`src/rtl/seq_divider_4b_if.sv`:
```
// rtl/seq_divider_4b_if.sv - start/done handshake and operand/result bundle for seq_divider_4b
interface seq_divider_4b_if #(
  parameter int WIDTH = 4
);
  logic             start;
  logic [WIDTH-1:0] a;
  logic [WIDTH-1:0] b;
  logic             busy;
  logic             done;
  logic [WIDTH-1:0] q;
  logic [WIDTH-1:0] r;
  logic             dz;

  modport master (
    output start, a, b,
    input  busy, done, q, r, dz
  );

  modport slave (
    input  start, a, b,
    output busy, done, q, r, dz
  );
endinterface

```
`src/rtl/seq_divider_4b.sv`:
```
// rtl/seq_divider_4b.sv - restoring shift-subtract divider, one quotient bit per clock
// Define DIV_SIGNED_EN for two's-complement operands (magnitude divide plus sign fix-up).
module seq_divider_4b #(
  parameter int WIDTH = 4
) (
  input  logic            clk,
  input  logic            rst_n,
  seq_divider_4b_if.slave bus
);
  localparam int CW = $clog2(WIDTH);

  typedef enum logic [1:0] {IDLE, RUN, DONE} state_t;

  state_t           state, state_nx;
  logic [WIDTH-1:0] dq;
  logic [WIDTH-1:0] dvs;
  logic [WIDTH:0]   rem;
  logic [CW-1:0]    cnt;
  logic [WIDTH-1:0] q_reg, r_reg;
  logic             dz_reg;

  logic             accept, last, b_zero;
  logic [WIDTH+1:0] rem_sh, trial;
  logic             take;
  logic [WIDTH:0]   rem_nx;
  logic [WIDTH-1:0] dq_nx;
  logic [WIDTH-1:0] a_mag, b_mag, q_fix, r_fix;

  assign accept = (state == IDLE) && bus.start;
  assign b_zero = (bus.b == '0);
  assign last   = (state == RUN) && (cnt == CW'(WIDTH - 1));

  // Quotient bits shift into dq from the right as dividend bits leave on the left.
  assign rem_sh = {rem, dq[WIDTH-1]};
  assign trial  = rem_sh - {2'b00, dvs};
  assign take   = ~trial[WIDTH+1];
  assign rem_nx = take ? trial[WIDTH:0] : rem_sh[WIDTH:0];
  assign dq_nx  = {dq[WIDTH-2:0], take};

`ifdef DIV_SIGNED_EN
  logic q_neg, r_neg;
  assign a_mag = bus.a[WIDTH-1] ? (~bus.a + WIDTH'(1)) : bus.a;
  assign b_mag = bus.b[WIDTH-1] ? (~bus.b + WIDTH'(1)) : bus.b;
  assign q_fix = q_neg ? (~dq_nx + WIDTH'(1)) : dq_nx;
  assign r_fix = r_neg ? (~rem_nx[WIDTH-1:0] + WIDTH'(1)) : rem_nx[WIDTH-1:0];

  always_ff @(posedge clk or negedge rst_n) begin
    if (!rst_n) begin
      q_neg <= 1'b0;
      r_neg <= 1'b0;
    end else if (accept) begin
      q_neg <= bus.a[WIDTH-1] ^ bus.b[WIDTH-1];
      r_neg <= bus.a[WIDTH-1];
    end
  end
`else
  assign a_mag = bus.a;
  assign b_mag = bus.b;
  assign q_fix = dq_nx;
  assign r_fix = rem_nx[WIDTH-1:0];
`endif

  always_ff @(posedge clk or negedge rst_n) begin
    if (!rst_n) state <= IDLE;
    else        state <= state_nx;
  end

  always_comb begin
    state_nx = state;
    case (state)
      IDLE:    if (bus.start) state_nx = b_zero ? DONE : RUN;
      RUN:     if (last) state_nx = DONE;
      DONE:    state_nx = IDLE;
      default: state_nx = IDLE;
    endcase
  end

  always_ff @(posedge clk or negedge rst_n) begin
    if (!rst_n) begin
      dq     <= '0;
      dvs    <= '0;
      rem    <= '0;
      cnt    <= '0;
      q_reg  <= '0;
      r_reg  <= '0;
      dz_reg <= 1'b0;
    end else if (accept) begin
      dq  <= a_mag;
      dvs <= b_mag;
      rem <= '0;
      cnt <= '0;
      // Divide by zero skips RUN, so the result is loaded at accept.
      if (b_zero) begin
        q_reg  <= '1;
        r_reg  <= bus.a;
        dz_reg <= 1'b1;
      end
    end else if (state == RUN) begin
      dq  <= dq_nx;
      rem <= rem_nx;
      cnt <= cnt + CW'(1);
      if (last) begin
        q_reg  <= q_fix;
        r_reg  <= r_fix;
        dz_reg <= 1'b0;
      end
    end
  end

  assign bus.busy = (state == RUN);
  assign bus.done = (state == DONE);
  assign bus.q    = q_reg;
  assign bus.r    = r_reg;
  assign bus.dz   = dz_reg;
endmodule

```
`src/flat_wrapper.sv`:
```
// flat-port wrapper written by rule: the top's interface ports become plain ports
module seq_divider_4b_flat 
#(
  parameter int WIDTH = 4
)
  (clk, rst_n, bus_start, bus_a, bus_b, bus_busy, bus_done, bus_q, bus_r, bus_dz);
  seq_divider_4b_if #(.WIDTH(WIDTH)) bus_i ();
  input  logic clk;
  input  logic rst_n;
  input wire logic [$bits(bus_i.start)-1:0] bus_start;
  input wire logic [$bits(bus_i.a)-1:0] bus_a;
  input wire logic [$bits(bus_i.b)-1:0] bus_b;
  output wire logic [$bits(bus_i.busy)-1:0] bus_busy;
  output wire logic [$bits(bus_i.done)-1:0] bus_done;
  output wire logic [$bits(bus_i.q)-1:0] bus_q;
  output wire logic [$bits(bus_i.r)-1:0] bus_r;
  output wire logic [$bits(bus_i.dz)-1:0] bus_dz;
  assign bus_i.start = bus_start;
  assign bus_i.a = bus_a;
  assign bus_i.b = bus_b;
  assign bus_busy = bus_i.busy;
  assign bus_done = bus_i.done;
  assign bus_q = bus_i.q;
  assign bus_r = bus_i.r;
  assign bus_dz = bus_i.dz;
  seq_divider_4b #(.WIDTH(WIDTH)) u_core (.clk(clk), .rst_n(rst_n), .bus(bus_i));
endmodule
```
`config.mk`:
```
export PLATFORM = sky130hd
export DESIGN_NAME = seq_divider_4b_flat
export DESIGN_NICKNAME = d
export VERILOG_FILES = /design/src/rtl/seq_divider_4b_if.sv /design/src/rtl/seq_divider_4b.sv /design/src/flat_wrapper.sv
export SDC_FILE = /design/constraint.sdc
export NUM_CORES = 1
export LEC_CHECK = 0
export CAP_MARGIN = 15
export CORE_ASPECT_RATIO = 1.75
export CORE_MARGIN = 4
export CORE_UTILIZATION = 50
export CTS_BUF_LIST = sky130_fd_sc_hd__clkbuf_4 sky130_fd_sc_hd__clkbuf_8
export DETAILED_ROUTE_END_ITERATION = 16
export GPL_TIMING_DRIVEN = 0
export PLACE_DENSITY_LB_ADDON = 0.25
export SLEW_MARGIN = 20
export SYNTH_ARGS = -nofsm -noshare
export SYNTH_HDL_FRONTEND = slang
export SYNTH_SLANG_ARGS = --single-unit
```
`constraint.sdc`:
```
create_clock -name clk -period 2.65 [get_ports clk]
set_clock_uncertainty 0.05 [all_clocks]
set_input_delay 0.3975 -clock clk [delete_from_list [all_inputs] [get_ports clk]]
set_output_delay 0.3975 -clock clk [all_outputs]
set_load 0.01 [all_outputs]
```
# Word level (Yosys, flattened, before mapping)
# Index checks and enable logic that the tools add are counted.
# Widths: inputs -> output; s select.
[totals]
ff_bits = 26
input_bits = 11
[classes]
add_sub_neg = 2
n_eq_ne = 6
muxes = 23
bitwise = 1
n_reduce_logical = 8
[op_table]
columns = ["op", "count"]
rows = [
  ["$mux 4", 10],
  ["$mux 5", 3],
  ["$mux 2", 5],
  ["$sub 6x4->6", 1],
  ["$eq 2x2->1 const B", 2],
  ["$logic_not 4->1", 1],
  ["$mux 1", 4],
  ["$ne 2x2->1 const B", 2],
  ["$pmux 2 s2", 1],
  ["$reduce_bool 2->1", 2],
  ["$reduce_and 3->1", 1],
  ["$add 2x1->2 const B", 1],
  ["$eq 2x1->1 const B", 1],
  ["$logic_and 1x1->1", 2],
  ["$logic_not 2->1", 1],
  ["$ne 2x1->1 const B", 1],
  ["$reduce_and 2->1", 1],
  ["$not 1->1", 1],
]

# Depth between registers and ports, before layout
[depth]
depth_word = 5
mapped_depth = 9
mapped_depth_nobuf = 9

# Worst setup path before layout
# Ideal clock, no wire load.
[synth_path]
path_kind = "register to register"
start = "register u_core.rem[0]"
end = "register u_core.r_reg[0] (netlist: u_core.bus.r[0])"
arrival_time_ps = 1736
t_required_ps = 2469
slack_ps = 733
stages_incl_launch_ff = 7
period_less_slack_ps = 1917
path_cell_list = "dfrtp_1 > ha_1 > nor2b_1 > o31a_1 > o2111ai_4 > mux2i_1 > a31oi_1"
[synth_between]
elab_chain_cells = 5
[synth_rtl]
columns = ["element", "line", "rtl"]
rows = [
  ["start: declaration", "seq_divider_4b.sv:17", "logic [WIDTH:0] rem;"],
  ["start signal: assignment", "seq_divider_4b.sv:100", "rem <= rem_nx;"],
  ["$sub 6x4->6", "seq_divider_4b.sv:35", "assign trial = rem_sh - {2'b00, dvs};"],
  ["$mux 5", "seq_divider_4b.sv:37", "assign rem_nx = take ? trial[WIDTH:0] : rem_sh[WIDTH:0];"],
  ["$mux 4", "seq_divider_4b.sv:102", "if (last) begin"],
  ["$mux 4", "seq_divider_4b.sv:98", "end else if (state == RUN) begin"],
  ["$mux 4", "seq_divider_4b.sv:87", "end else if (accept) begin"],
  ["end signal: assignment", "seq_divider_4b.sv:95", "r_reg <= bus.a;"],
  ["end signal: assignment", "seq_divider_4b.sv:104", "r_reg <= r_fix;"],
  ["end: declaration", "seq_divider_4b.sv:19", "logic [WIDTH-1:0] q_reg, r_reg;"],
]
# Every way passes these cells. The select of a mux whose other input is x is not followed.
# A chain may end at the register's enable or synchronous reset.

# Final worst setup path
[layout_path]
start = "register u_core.state[1]"
end = "output port bus_busy"
[layout_between]
elab_chain_cells = 1
[layout_rtl]
columns = ["element", "line", "rtl"]
rows = [
  ["start: declaration", "seq_divider_4b.sv:14", "state_t state, state_nx;"],
  ["start signal: assignment", "seq_divider_4b.sv:65", "else state <= state_nx;"],
  ["$eq 2x1->1", "seq_divider_4b.sv:110", "assign bus.busy = (state == RUN);"],
  ["end: declaration", "flat_wrapper.sv:13", "output wire logic [$bits(bus_i.busy)-1:0] bus_busy;"],
]
# Every way passes these cells.

==> summary.txt <==
Critical path
  • Worst Path Required: 2.20 ns
  • Crit path max-delay cell type: clkdlybuf4s50_1
  • Kind of cell adding the most delay to the critical path: buffers and inverters
  • Arr. time, crit path: 2.01 ns
  • Element type at the critical path end: output port
  • Critical path type: register to output port
  • CP cell instances: nand2b_1 -> inv_1 -> clkdlybuf4s50_1
  • Crit-path max FO: 14
  • Worst Path Buf+Inv: 2
  • Largest stage delay on the critical path: 0.63 ns
  • Worst setup SP type: register
  • FF-to-FF setup slack: 0.53 ns

Synth
  • Cells after synthesis: 136
  • Yosys Warn Count: 0
  • Synth unique cells: 33
  • Syn_nets: 153
  • Sequential area share after synthesis: 0.4920
  • Mean Syn Cell Area: 9.724 um^2
  • Synth Cell Area: 1323 um^2
  • Flops & latches, synth: 26

Placement
  • PortBufs: 21
  • Placement Cell Area: 1565 um^2
  • Pre-CTS worst setup slack: 0.3098 ns
  • Dpl hpwl: 2.199 mm
  • Placer congestion estimate: 0.8586

Clocking
  • Root Buffer: clkbuf_8
  • # hold bufs at CTS: 0
  • Max clock buf depth: 2
  • Postcts setup bufs: 0
  • CTS clk-pin slew, worst paths: 0.08 ns
  • CTS Buf Count: 3
  • Clk_lat worst skew: 0.27 ns
  • Post-CTS Resized: 0
  • CTS tree: done
  • H-tree Lvls: 1
  • Sink Count: 26

Global routing
  • Initial antenna violation count: 0
  • GR Util All Layers: 0.1810
  • M3 GR Usage: 0.02600
  • GR Overflow Total: 0
  • Vias in the first global route: 1137
  • First-pass GRT wire length: 4.885 mm
  • Top Usage Layer GRT: met2
  • GR met2 Demand/Resource: 0.3011
  • Largest net degree at the start of global routing: 27
  • Grt met1 use: 0.2224

Finish
  • Share of cells above drive strength 1: 0.05660
  • Multi-input gate area: 621.8 um^2
  • Antenna diode count: 0
  • Total Nets Final: 178
  • Fin area: 1598 um^2
  • Number of flip-flops in the largest register: 5
  • Biggest register: u_core.rem
  • Syn-to-layout area delta: 20.81%
  • Fill cells: 222
  • Register area: 650.6 um^2

Die
  • Initial Util: 0.5243
  • Die X: 46.88 um
  • Die extent in y: 76.04 um
  • FP Rows: 24
  • Die area: 3564 um^2
  • Num ports: 22
  • Total core area: 2522 um^2

Route
  • Routed length per instance: 15.49 um
  • DRC: 0
  • Initial DRT Pass Iterations: 4
  • Iteration-0 DRC Markers: 28
  • Final WL: 2.866 mm
  • Via count: 1072
  • Post-route ant nets: 0
  • Routed vias/inst: 5.795

STA
  • Final Cycle Share: 0.9272
  • Max-slew violations: 0
  • RSZ-0062 raised after global routing: false
  • Least-Margin Pin Slew: 0.5891 ns
  • Setup ws final: 0.1928 ns
  • Setup_tns: 0 ns
  • Final Hold Vio Count: 0
  • Minimum clock period: 2.457 ns
  • Final setup viols: 0
  • Max Clk Rate: 0.4070 GHz
  • Relative slew slack: 0.6055

Power and ir drop
  • Max VDD drop: 0.7502 mV
  • Leak: 0.0007135 uW
  • Power Density: 1382 nW/um^2

Job
  • Max-cap viol count: 0

Outcome
  • Run status: completed

Min path
  • Worst min-delay path class: input pin to asynchronous set/reset pin
[final timing paths]
kind,cells after the start,start,endpoint
worst min register to register,1,u_core.bus.q[1],u_core.bus.q[1]
max in group asynchronous,1,rst_n,u_core.bus.r[3]
worst max-delay path,3,u_core.state[1],bus_busy
worst min-delay path,1,rst_n,u_core.cnt[0]
min in group clk,1,u_core.bus.q[1],u_core.bus.q[1]
worst max register to register,6,u_core.rem[0],u_core.bus.r[1]
[synthesized netlist by cell type, drive strengths merged]
| cell | number | area [um^2] |
|---|---|---|
| clkbuf | 1 | 3.750 |
| nor3b | 1 | 12.51 |
| nor2 | 8 | 30.03 |
| ha | 5 | 62.56 |
| o21ai | 10 | 50.04 |
| nor4 | 1 | 6.260 |
| o22ai | 1 | 6.260 |
| a31oi | 4 | 25.02 |
| o211ai | 1 | 7.510 |
| o21a | 1 | 7.510 |
| or3 | 1 | 11.26 |
| xor2 | 1 | 8.760 |
| and3b | 1 | 8.760 |
| dfrtp | 26 | 650.6 |
| mux2i | 4 | 40.04 |
| o22a | 5 | 43.79 |
| inv | 7 | 26.28 |
| nor2b | 2 | 12.51 |
| buf | 3 | 20.01 |
| a21o | 2 | 15.01 |
| nand2b | 1 | 6.260 |
| fa | 1 | 20.02 |
| o31a | 1 | 8.760 |
| o2111ai | 2 | 35.04 |
| nand3 | 5 | 25.02 |
| nand2 | 33 | 123.9 |
| o311ai | 1 | 8.760 |
| a21oi | 4 | 20.02 |
| a22o | 3 | 26.28 |
[cells by family after synthesis]
group / Yosys count / synth area share
buffers and inverters: 11 / 0.03784
muxes: 4 / 0.03028
xor gates and xnor gates: 1 / 0.006624
DFF: 26 / 0.4920
adders and majority gates: 6 / 0.06244
and+or+nand+nor: 53 / 0.1788
AOI/OAI and AO/OA: 35 / 0.1921
[layer usage]
metal	vias up	routed length [um]
li1	522	-
met1	518	1149
met2	25	1535
met3	7	108
met4	0	72
met5	-	0
[cells in the final DEF, fill, tap and decap left out, drive strengths merged, types with 2 or more instances in the layout]
cell type      count
a21o               2
inv                7
o21ai             10
a22o               3
nor2b              2
a21oi              4
nand3              5
mux2i              4
dfrtp             26
clkdlybuf4s50     20
nand2             33
o2111ai            2
o22a               5
ha                 5
nor2               8
a31oi              4
buf                3
clkbuf             4
[where the power goes]
part / switching, uW / internal, uW
logic: 678 / 601
clock network: 116 / 102
registers: 123 / 589
total: 916 / 1290
[through the flow]
stage                     cells  power (uW)  hold WS (ns)    util
after global routing        185        2400       0.09665  0.6334
after global placement      183        1965        0.4241  0.6205
after detailed placement    183        2003        0.4329  0.6205
final                       185        2208       0.06635  0.6334
after CTS                   185        2227        0.4572  0.6354
after floorplan             136        1593       0.05191       -
[final cells by class]
class | instances | area share
buffer | 3 | 0.01253
clock buffer | 3 | 0.02584
inverter | 7 | 0.01644
multi-input combinational | 99 | 0.3892
sequential | 26 | 0.4072
tap | 26 | 0.02036
timing repair buffer | 21 | 0.1284
(Power assumes the default switching activity.)
